$ cat src/rtl/rcv_fifo.sv
// Receive-side byte FIFO fed from the UART receiver buffer.
// Bytes are captured with their overrun tag, read first-word-fall-through, and framing-error edges are counted.
module rcv_fifo #(
  parameter int DEPTH = 8,
  localparam int AW = $clog2(DEPTH)
) (
  input  logic          clk,
  input  logic          n_rst,
  input  logic [7:0]    rx_data,
  input  logic          data_ready,
  input  logic          overrun_error,
  input  logic          framing_error,
  output logic          data_read,
  input  logic          r_enable,
  output logic [7:0]    r_data,
  output logic          r_oerr,
  output logic          empty,
  output logic          full,
  output logic [AW:0]   count,
  input  logic          clear_errors,
  output logic [7:0]    ferr_count
);

  typedef enum logic {IDLE, ACK} state_t;

  localparam logic [AW:0] FULL_COUNT = (AW+1)'(DEPTH);

  state_t        state, state_next;
  logic          capture, pop, ferr_edge, ferr_prev;
  logic [AW-1:0] wr_ptr, rd_ptr;
  logic [8:0]    mem [DEPTH];

  assign empty     = (count == '0);
  assign full      = (count == FULL_COUNT);
  assign pop       = r_enable && !empty;
  assign ferr_edge = framing_error && !ferr_prev;
  assign r_data    = empty ? 8'h00 : mem[rd_ptr][7:0];
  assign r_oerr    = empty ? 1'b0  : mem[rd_ptr][8];

  // ACK exists only to skip the cycle where data_ready still reflects the acknowledged byte
  always_comb begin
    state_next = state;
    capture    = 1'b0;
    case (state)
      IDLE: begin
        if (data_ready && !full) begin
          capture    = 1'b1;
          state_next = ACK;
        end
      end
      ACK: state_next = IDLE;
    endcase
  end

  always_ff @(posedge clk) begin
    if (!n_rst) begin
      state     <= IDLE;
      data_read <= 1'b0;
    end else begin
      state     <= state_next;
      data_read <= capture;
    end
  end

  always_ff @(posedge clk) begin
    if (capture) mem[wr_ptr] <= {overrun_error, rx_data};
  end

  always_ff @(posedge clk) begin
    if (!n_rst) begin
      wr_ptr <= '0;
      rd_ptr <= '0;
      count  <= '0;
    end else begin
      if (capture) wr_ptr <= wr_ptr + AW'(1);
      if (pop)     rd_ptr <= rd_ptr + AW'(1);
      case ({capture, pop})
        2'b10:   count <= count + (AW+1)'(1);
        2'b01:   count <= count - (AW+1)'(1);
        default: count <= count;
      endcase
    end
  end

  // A clear coinciding with a new edge keeps that edge rather than losing it
  always_ff @(posedge clk) begin
    if (!n_rst) begin
      ferr_prev  <= 1'b0;
      ferr_count <= 8'd0;
    end else begin
      ferr_prev <= framing_error;
      if (clear_errors)
        ferr_count <= ferr_edge ? 8'd1 : 8'd0;
      else if (ferr_edge && ferr_count != 8'hFF)
        ferr_count <= ferr_count + 8'd1;
    end
  end

endmodule

$ cat config.mk
export PLATFORM = sky130hd
export DESIGN_NAME = rcv_fifo
export DESIGN_NICKNAME = d
export VERILOG_FILES = /design/src/rtl/rcv_fifo.sv
export SDC_FILE = /design/constraint.sdc
export NUM_CORES = 1
export LEC_CHECK = 0
export CORE_MARGIN = 1.5
export CORE_UTILIZATION = 51
export CTS_CLUSTER_SIZE = 24
export DETAILED_ROUTE_END_ITERATION = 7
export GPL_TIMING_DRIVEN = 0
export PLACE_DENSITY_LB_ADDON = 0.08
export SYNTH_ARGS = -nofsm -noshare
export SYNTH_HDL_FRONTEND = slang
export SYNTH_SLANG_ARGS = --single-unit
$ cat constraint.sdc
create_clock -name clk -period 2.24 [get_ports clk]
set_input_delay 0.448 -clock clk [delete_from_list [all_inputs] [get_ports clk]]
set_output_delay 0.448 -clock clk [all_outputs]
set_load 0.01 [all_outputs]
; Word-level counts from Yosys, hierarchy flattened
; Memory sizes are Yosys's and may differ from the RTL's. A register that Yosys moved wholly into a read port is not among the register bits.
; Index checks and enable logic that the tools add are counted.
[classes]
add_sub_neg = 5
n_eq_ne = 4
n_mux = 13
bitwise_logic = 1
reduce_logical = 10
[op_table]
columns = operator, count
row1 = 8-bit 2-to-1 mux, 3
row2 = 8-bit by 1-bit adder with 8-bit output (second input constant), 1
row3 = 8-bit != test (second input constant), 1
row4 = 4-bit case mux with 2 select lines, 1
row5 = 3-bit by 1-bit adder with 3-bit output (second input constant), 2
row6 = 1-bit 2-to-1 mux, 6
row7 = 3-bit 2-to-1 mux, 2
row8 = 4-bit by 1-bit adder with 4-bit output (second input constant), 1
row9 = 4-bit equality test (second input constant), 1
row10 = 1-bit logical AND, 4
row11 = 4-bit zero test, 1
row12 = 2-bit nonzero test, 2
row13 = 4-bit by 1-bit subtractor with 4-bit output (second input constant), 1
row14 = 1-bit zero test, 3
row15 = 2-bit by 1-bit equality test with 1-bit output (second input constant), 1
row16 = 2-bit equality test (second input constant), 1
row17 = 1-bit case mux with 2 select lines, 1
row18 = 1-bit inverter, 1
[totals]
regBits = 21
ramBits = 72
input_bits = 15
output_inout_bits = 24
elab_cells = 41
memories = 1
[mem_list]
columns = memory, words, width, read_ports, rd_ports_with_merged_regs, wr, line_no
row1 = mem, 8, 9, 1, 1, 1, 31  ; logic [8:0] mem [DEPTH];

; Depth between registers and ports, before layout
[depth]
ltp_word = 7
mapped_depth = 11
depth_no_buf = 10

; Worst setup path after synthesis
; OpenSTA, ideal clock, no wires.
[synth_timing]
kind = reg-to-reg
from = register count[0]
to = memory mem[0][0], enable pin
setup_ps = 399
t_arrival_ps = 1914
required_time_ps = 1841
slack_ps = -73
stages_incl_launch_ff = 5
period_less_slack_ps = 2313
cell_sequence = dfxtp_1 -> nor4b_4 -> nor3b_4 -> inv_4 -> nor4_1
[synth_via]
elab_chain_len = 7
[synth_lines]
columns = element, line_no
row1 = "start, declared", 19  ; output logic [AW:0] count,
row2 = "start signal, assigned", 78  ; 2'b10: count <= count + (AW+1)'(1);
row3 = "start signal, assigned", 79  ; 2'b01: count <= count - (AW+1)'(1);
row4 = "start signal, assigned", 80  ; default: count <= count;
row5 = 4-bit equality test, 34  ; assign full = (count == FULL_COUNT);
row6 = net full, 18  ; output logic full,
row7 = 1-bit zero test, 46  ; if (data_ready && !full) begin
row8 = 1-bit logical AND, 46
row9 = 1-bit 2-to-1 mux, 46
row10 = 1-bit 2-to-1 mux, 44  ; case (state)
row11 = 1-bit 2-to-1 mux, 66  ; if (capture) mem[wr_ptr] <= {overrun_error, rx_data};
row12 = 1-bit 2-to-1 mux (implied by the code), 66
row13 = "end, declared", 31
; The timed path passes the listed nets, and every way through them passes these cells.

==> qor.yml <==
yosys:
  ys_ff_latch: 95
  ys_top_cells_by_count: "72 x edfxtp_1, 23 x dfxtp_1, 18 x mux4_2"
  synth-seq-area-share_pct: 66.8
  syn_nets: 257
  synth_compound_area_share_pct: 3.47
  async_flop_share_pct: 0
  yosysTopAreaCell: "edfxtp_1"
  synthXorXnorAreaFrac_pct: 1.78
  synthMuxAreaShare_pct: 13.6
  synth_cell_types: 46
  synth-simple-area-share_pct: 10.4
  ys.warnings.count: 0
  synth-main-ff-cell: "edfxtp_1"
  synth_top_family_by_area: "multiplexers"
  synthAdderAreaFrac_pct: 1.91
  avgSynthCellArea_sq_um: 16.6
  synth.top_cell.area_share_pct: 55.0
  syn-cell-area_sq_um: 3930
  synth-edff-count: 72
  synth_cells: 236
  synth_area_leaders: "edfxtp_1 55%, dfxtp_1 12%, mux4_2 10%"
  synth.most_common_cell: "edfxtp_1"
floorplanning:
  die_height_microns: 90.8
  rows: 31
  core_sq_um: 7370
  ios: 39
  dieArea_sq_um: 8240
  dieWidth_microns: 90.8
  initial_utilization_pct: 53.3
route:
  drt_iter0_drc: 125
  first_pass_iters: 4
  avgRoutedWirePerCell_microns: 18.1
  totalWireLength_microns: 7340
  num_vias: 2216
  ant_nets: 0
  post_drt_via_cell_ratio: 5.46
  drc: 0
critical_path:
  required_ps: 1790
  crit_path_max_incr_delay_ps: 480
  start_kind: "flip-flop"
  worstReg2RegEnd: "count[2]"
  critical_path_arrival_ps: 1830
  critical_path_buf_inv_count: 4
  end_kind: "primary output"
  cp_max_fo: 4
  reg2reg_slack_ps: 20
  crit_slowest_cell: "mux4_2"
  reg2reg_from: "count[1]"
  cp.depth: 7
  ff2ff_path_depth: 11
  path_class: "flip-flop to primary output"
  path_delay_family: "multiplexers"
  crit_end: "r_data[3]"
  crit_chain: "buf_8, buf_6, buf_4, mux4_2, mux2i_1, nor2_1, buf_2"
cts:
  cts_tree: "built"
  path_clk_slew_ps: 80
  cts_max_level: 3
  clk_latency_ps: 350
  cts_buffers: 9
  clock-root-buffer: "clkbuf_8"
  cts_sinks: 95
  clockBufferDepth: 2
place:
  dpl.hpwl_microns: 4480
  gp_congestion: 0.737
  placed_area_sq_um: 4490
  dpl_worst_slack_ps: -540
  portBuffers: 38
pwr:
  power.density_nw_per_um2: 979
  ir_worst_vdd_mv: 0.556
  leakagePower_nw: 1.64
final_layout:
  fin_area_sq_um: 4900
  nets: 324
  nFillCells: 540
  drive_gt1_share_pct: 29.6
  antenna_cells: 0
  synthToLayoutAreaGrowth_pct: 24.6
global_route:
  grtUsageTotal_pct: 19.5
  antenna_found_initial: 0
  grt_pass1_wl_microns: 11900
  grt_max_degree: 16
  grt_pass1_vias: 2249
  gr-total-overflow: 0
sta:
  clock_skew_ps: 12.5
  slew_headroom_pct: 56.3
  setup_slack_ps: -39.5
  timing.fmax_ghz: 0.439
  post-route-min-period_ps: 2280
  setup_viol: 3
  min_period_over_period_pct: 102
  final-max-slew-violation-count: 0
  tightest_slew_ps: 654
  hold_viol: 0
  rsz0062_at_grt: "yes"
status:
  failed_checks: "setup timing"
  status: "finished with violations"
job:
  cap_violations: 0
min_path:
  worstHoldPathType: "flip-flop to flip-flop"
-- power breakdown --
group	internal, mW	switching [mW]	leakage, nW	total (mW)
registers	2.02	0.104	0.842	2.13
clock network	0.393	0.559	0.0825	0.953
logic	0.978	0.737	0.717	1.72
total	3.39	1.40	1.64	4.80
-- cell type report --
type	instances	area [sq um]	share of cell area [%]
buffer	7	77.6	1.58
clock buffer	9	124	2.53
clock inverter	6	38.8	0.792
inverter	2	10.0	0.204
multi-input combinational	130	1330	27.2
sequential	95	2630	53.8
tap	99	124	2.53
timing repair buffer	58	559	11.4
-- worst reg2reg max path, cell delays in order (launching register included) --
cell and delay (ps):
dfxtp_4 370, buf_6 120, nor4b_4 310, nor3b_4 110, inv_4 110, ha_4 160, xor2_1 170, ha_2 200
a21oi_2 40, xor2_1 140, or3_1 310, a21boi_1 120
-- layout by cell type, fill, tap and decap left out, types with 7 or more instances in the layout --
| master | synthesis | layout |
|---|---|---|
| buf_4 | 0 | 13 |
| clkdlybuf4s50_1 | 0 | 27 |
| and2_1 | 9 | 9 |
| buf_2 | 3 | 10 |
| edfxtp_1 | 72 | 72 |
| dfxtp_1 | 23 | 19 |
| mux2i_1 | 13 | 13 |
| nor2_1 | 15 | 12 |
| clkbuf_8 | 0 | 9 |
| nand2_1 | 7 | 7 |
| mux4_2 | 18 | 18 |
-- sequential cells by signal, summed over array words and instances, names as in the netlist, named ones only --
name	count
wr_ptr	3
ferr_prev	1
count	4
ferr_count	8
mem	72
data_read	1
rd_ptr	3
-- cell families (layout without fill, tap and decap cells) --
family                   Yosys count  after routing
multiplexers                      31             31
flip-flops                        95             95
adder cells (fa/ha/maj)            6              6
AO/OA/AOI/OAI                     20             20
AND/OR/NAND/NOR                   65             65
buffers and inverters             11             82
XOR/XNOR                           8              8
-- how the worst min path moves through the flow --
stage	start	endpoint	slack, ps	cells after the start
floorplan	wr_ptr[1]	wr_ptr[1]	510	2
global placement	count[3]	count[3]	500	2
detailed placement	count[3]	count[3]	520	2
CTS	ferr_count[3]	ferr_count[3]	550	1
global route	rd_ptr[1]	rd_ptr[1]	590	2
finish	rd_ptr[1]	rd_ptr[1]	550	2
-- through the flow --
step | hold WS, ps | power, mW | TNS, ps | utilization (%) | std cells
after floorplan | 506 | 3.06 | 0 | - | 236
after detailed placement | 523 | 3.60 | -24220 | 61.0 | 375
after global placement | 499 | 3.57 | -47420 | 60.4 | 373
after global routing | 590 | 5.05 | -860 | 66.5 | 406
final | 547 | 4.80 | -88.6 | 66.5 | 406
after CTS | 547 | 4.71 | -398 | 64.9 | 399
-- per-layer routing --
metal,global-route usage [%],up-vias,wire [microns]
met5,0,-,0
met4,7.81,0,84
met3,3.45,7,324
met2,32.4,57,3750
met1,25.7,1101,3180
li1,-,1051,-
-- what timing repair did --
action                                  CTS  global route
resized for setup                        60            10
buffers inserted                          8             9
pin swaps                                 6             6
cloned                                    1             0
endpoints found under the setup margin   48            44
hold buffers                              0             0
Note: power is estimated with default switching activity, not from simulation.
==> patch (config.mk and constraints unchanged) <==
Make the reset (`n_rst`) asynchronous in 3 clocked blocks.
--- a/src/rtl/rcv_fifo.sv
+++ b/src/rtl/rcv_fifo.sv
@@ -52,7 +52,7 @@
     endcase
   end
 
-  always_ff @(posedge clk) begin
+  always_ff @(posedge clk or negedge n_rst) begin
     if (!n_rst) begin
       state     <= IDLE;
       data_read <= 1'b0;
@@ -66,7 +66,7 @@
     if (capture) mem[wr_ptr] <= {overrun_error, rx_data};
   end
 
-  always_ff @(posedge clk) begin
+  always_ff @(posedge clk or negedge n_rst) begin
     if (!n_rst) begin
       wr_ptr <= '0;
       rd_ptr <= '0;
@@ -83,7 +83,7 @@
   end
 
   // A clear coinciding with a new edge keeps that edge rather than losing it
-  always_ff @(posedge clk) begin
+  always_ff @(posedge clk or negedge n_rst) begin
     if (!n_rst) begin
       ferr_prev  <= 1'b0;
       ferr_count <= 8'd0;
Behaviour: differs if n_rst is asserted again (counterexample within 4 cycles, from zero or initial values and one cycle with n_rst low); with n_rst held inactive, the same outputs for 10 cycles.
==> patch against the unedited design <==
  * The flow still finishes with violations (setup timing)
  * Utilization fell by 1.9 points
  * Design area fell by 3.9%
  * Maximum frequency fell by 5.1%
  * Sequential cell count decreased by 3
  * Routed wire length fell by 2.0%
  * Synthesized area down 1.9%
  * Sequential share of layout area grew 2.9 points
  * Power up 13%
  * Setup slack worse by 0.12 ns
  * Largest cell class unchanged
==> patch: results (changes against the unedited design) <==
* Final setup violation count at 9 (+6)
* Synthesized net count at 241 (-6.2%)
* Dpl ws at -0.4742 ns (+0.06587 ns)
* Inverters at 1 (-1)
* Total core area at 7292 µm² (-1.1%)
* WL met1 at 3318 µm (+4.3%)
* Area growth syn-to-layout at 22.18%
* Outcome: complete, but fails checks
* Wire length per cell at 18.67 µm (+3.3%)
* Post-synthesis xor/xnor area fraction at 2.045% (+0.26 points)
* Final worst slack at -0.1632 ns (-0.1237 ns)
* Failing checks: setup timing
* Internal Power at 0.003674 W (+8.2%)
* Post-DP Area at 4362 µm² (-2.9%)
* Delay of the slowest cell on the worst path at 0.51 ns (+0.03 ns)
* Post-DP HPWL at 4236 µm (-5.5%)
* Most instantiated cells after synthesis: 72 x edfxtp_1, 21 x nor2_1, 20 x dfrtp_1
* Gpl congestion at 0.7473 (+1.4%)
* Clock-cell share of area at 3.534% (+0.21 points)
* Multiplexer share of the synthesized area at 14.61% (+0.98 points)
* Crit-path max FO at 5 (+1)
* Metal2 WL at 3511 µm (-6.3%)
* DR WL met3 at 264 µm (-19%)
* Post-synthesis sequential area ratio at 69.09% (+2.3 points)
* Post-Route WL at 7187 µm (-2.0%)
* Worst Path Arrival at 1.96 ns (+0.13 ns)
==> patch: changes by cell type after synthesis, moves of 3 or more <==
cell,change
dfxtp_1,-23
dfrtp_1,+20
and2_1,-8
nor2_1,+6
nor2b_1,-3
==> patch: power by group through the flow <==
| stage | Clock (W) | Combinational, W | Sequential [W] |
|---|---|---|---|
| 4_1_cts | 0.000980 | 0.00222 | 0.00229 |
| 3_3_place_gp | 0 | 0.00193 | 0.00233 |
| 2_1_floorplan | 0 | 0.00122 | 0.00231 |
| 3_5_place_dp | 0 | 0.00195 | 0.00234 |
| 5_1_grt | 0.00105 | 0.00236 | 0.00233 |
| 6_report | 0.000963 | 0.00217 | 0.00230 |
==> patch: worst paths after layout <==
check                             start            end  slack, ns
min in group asynchronous         n_rst  ferr_count[1]       0.62
setup / recovery              rd_ptr[0]      r_data[7]      -0.16
setup reg to reg               count[3]      mem[2][2]       0.09
max in group asynchronous         n_rst       count[1]       0.99
hold reg to reg                count[3]       count[3]       0.54
hold / removal             clear_errors  ferr_count[5]       0.48
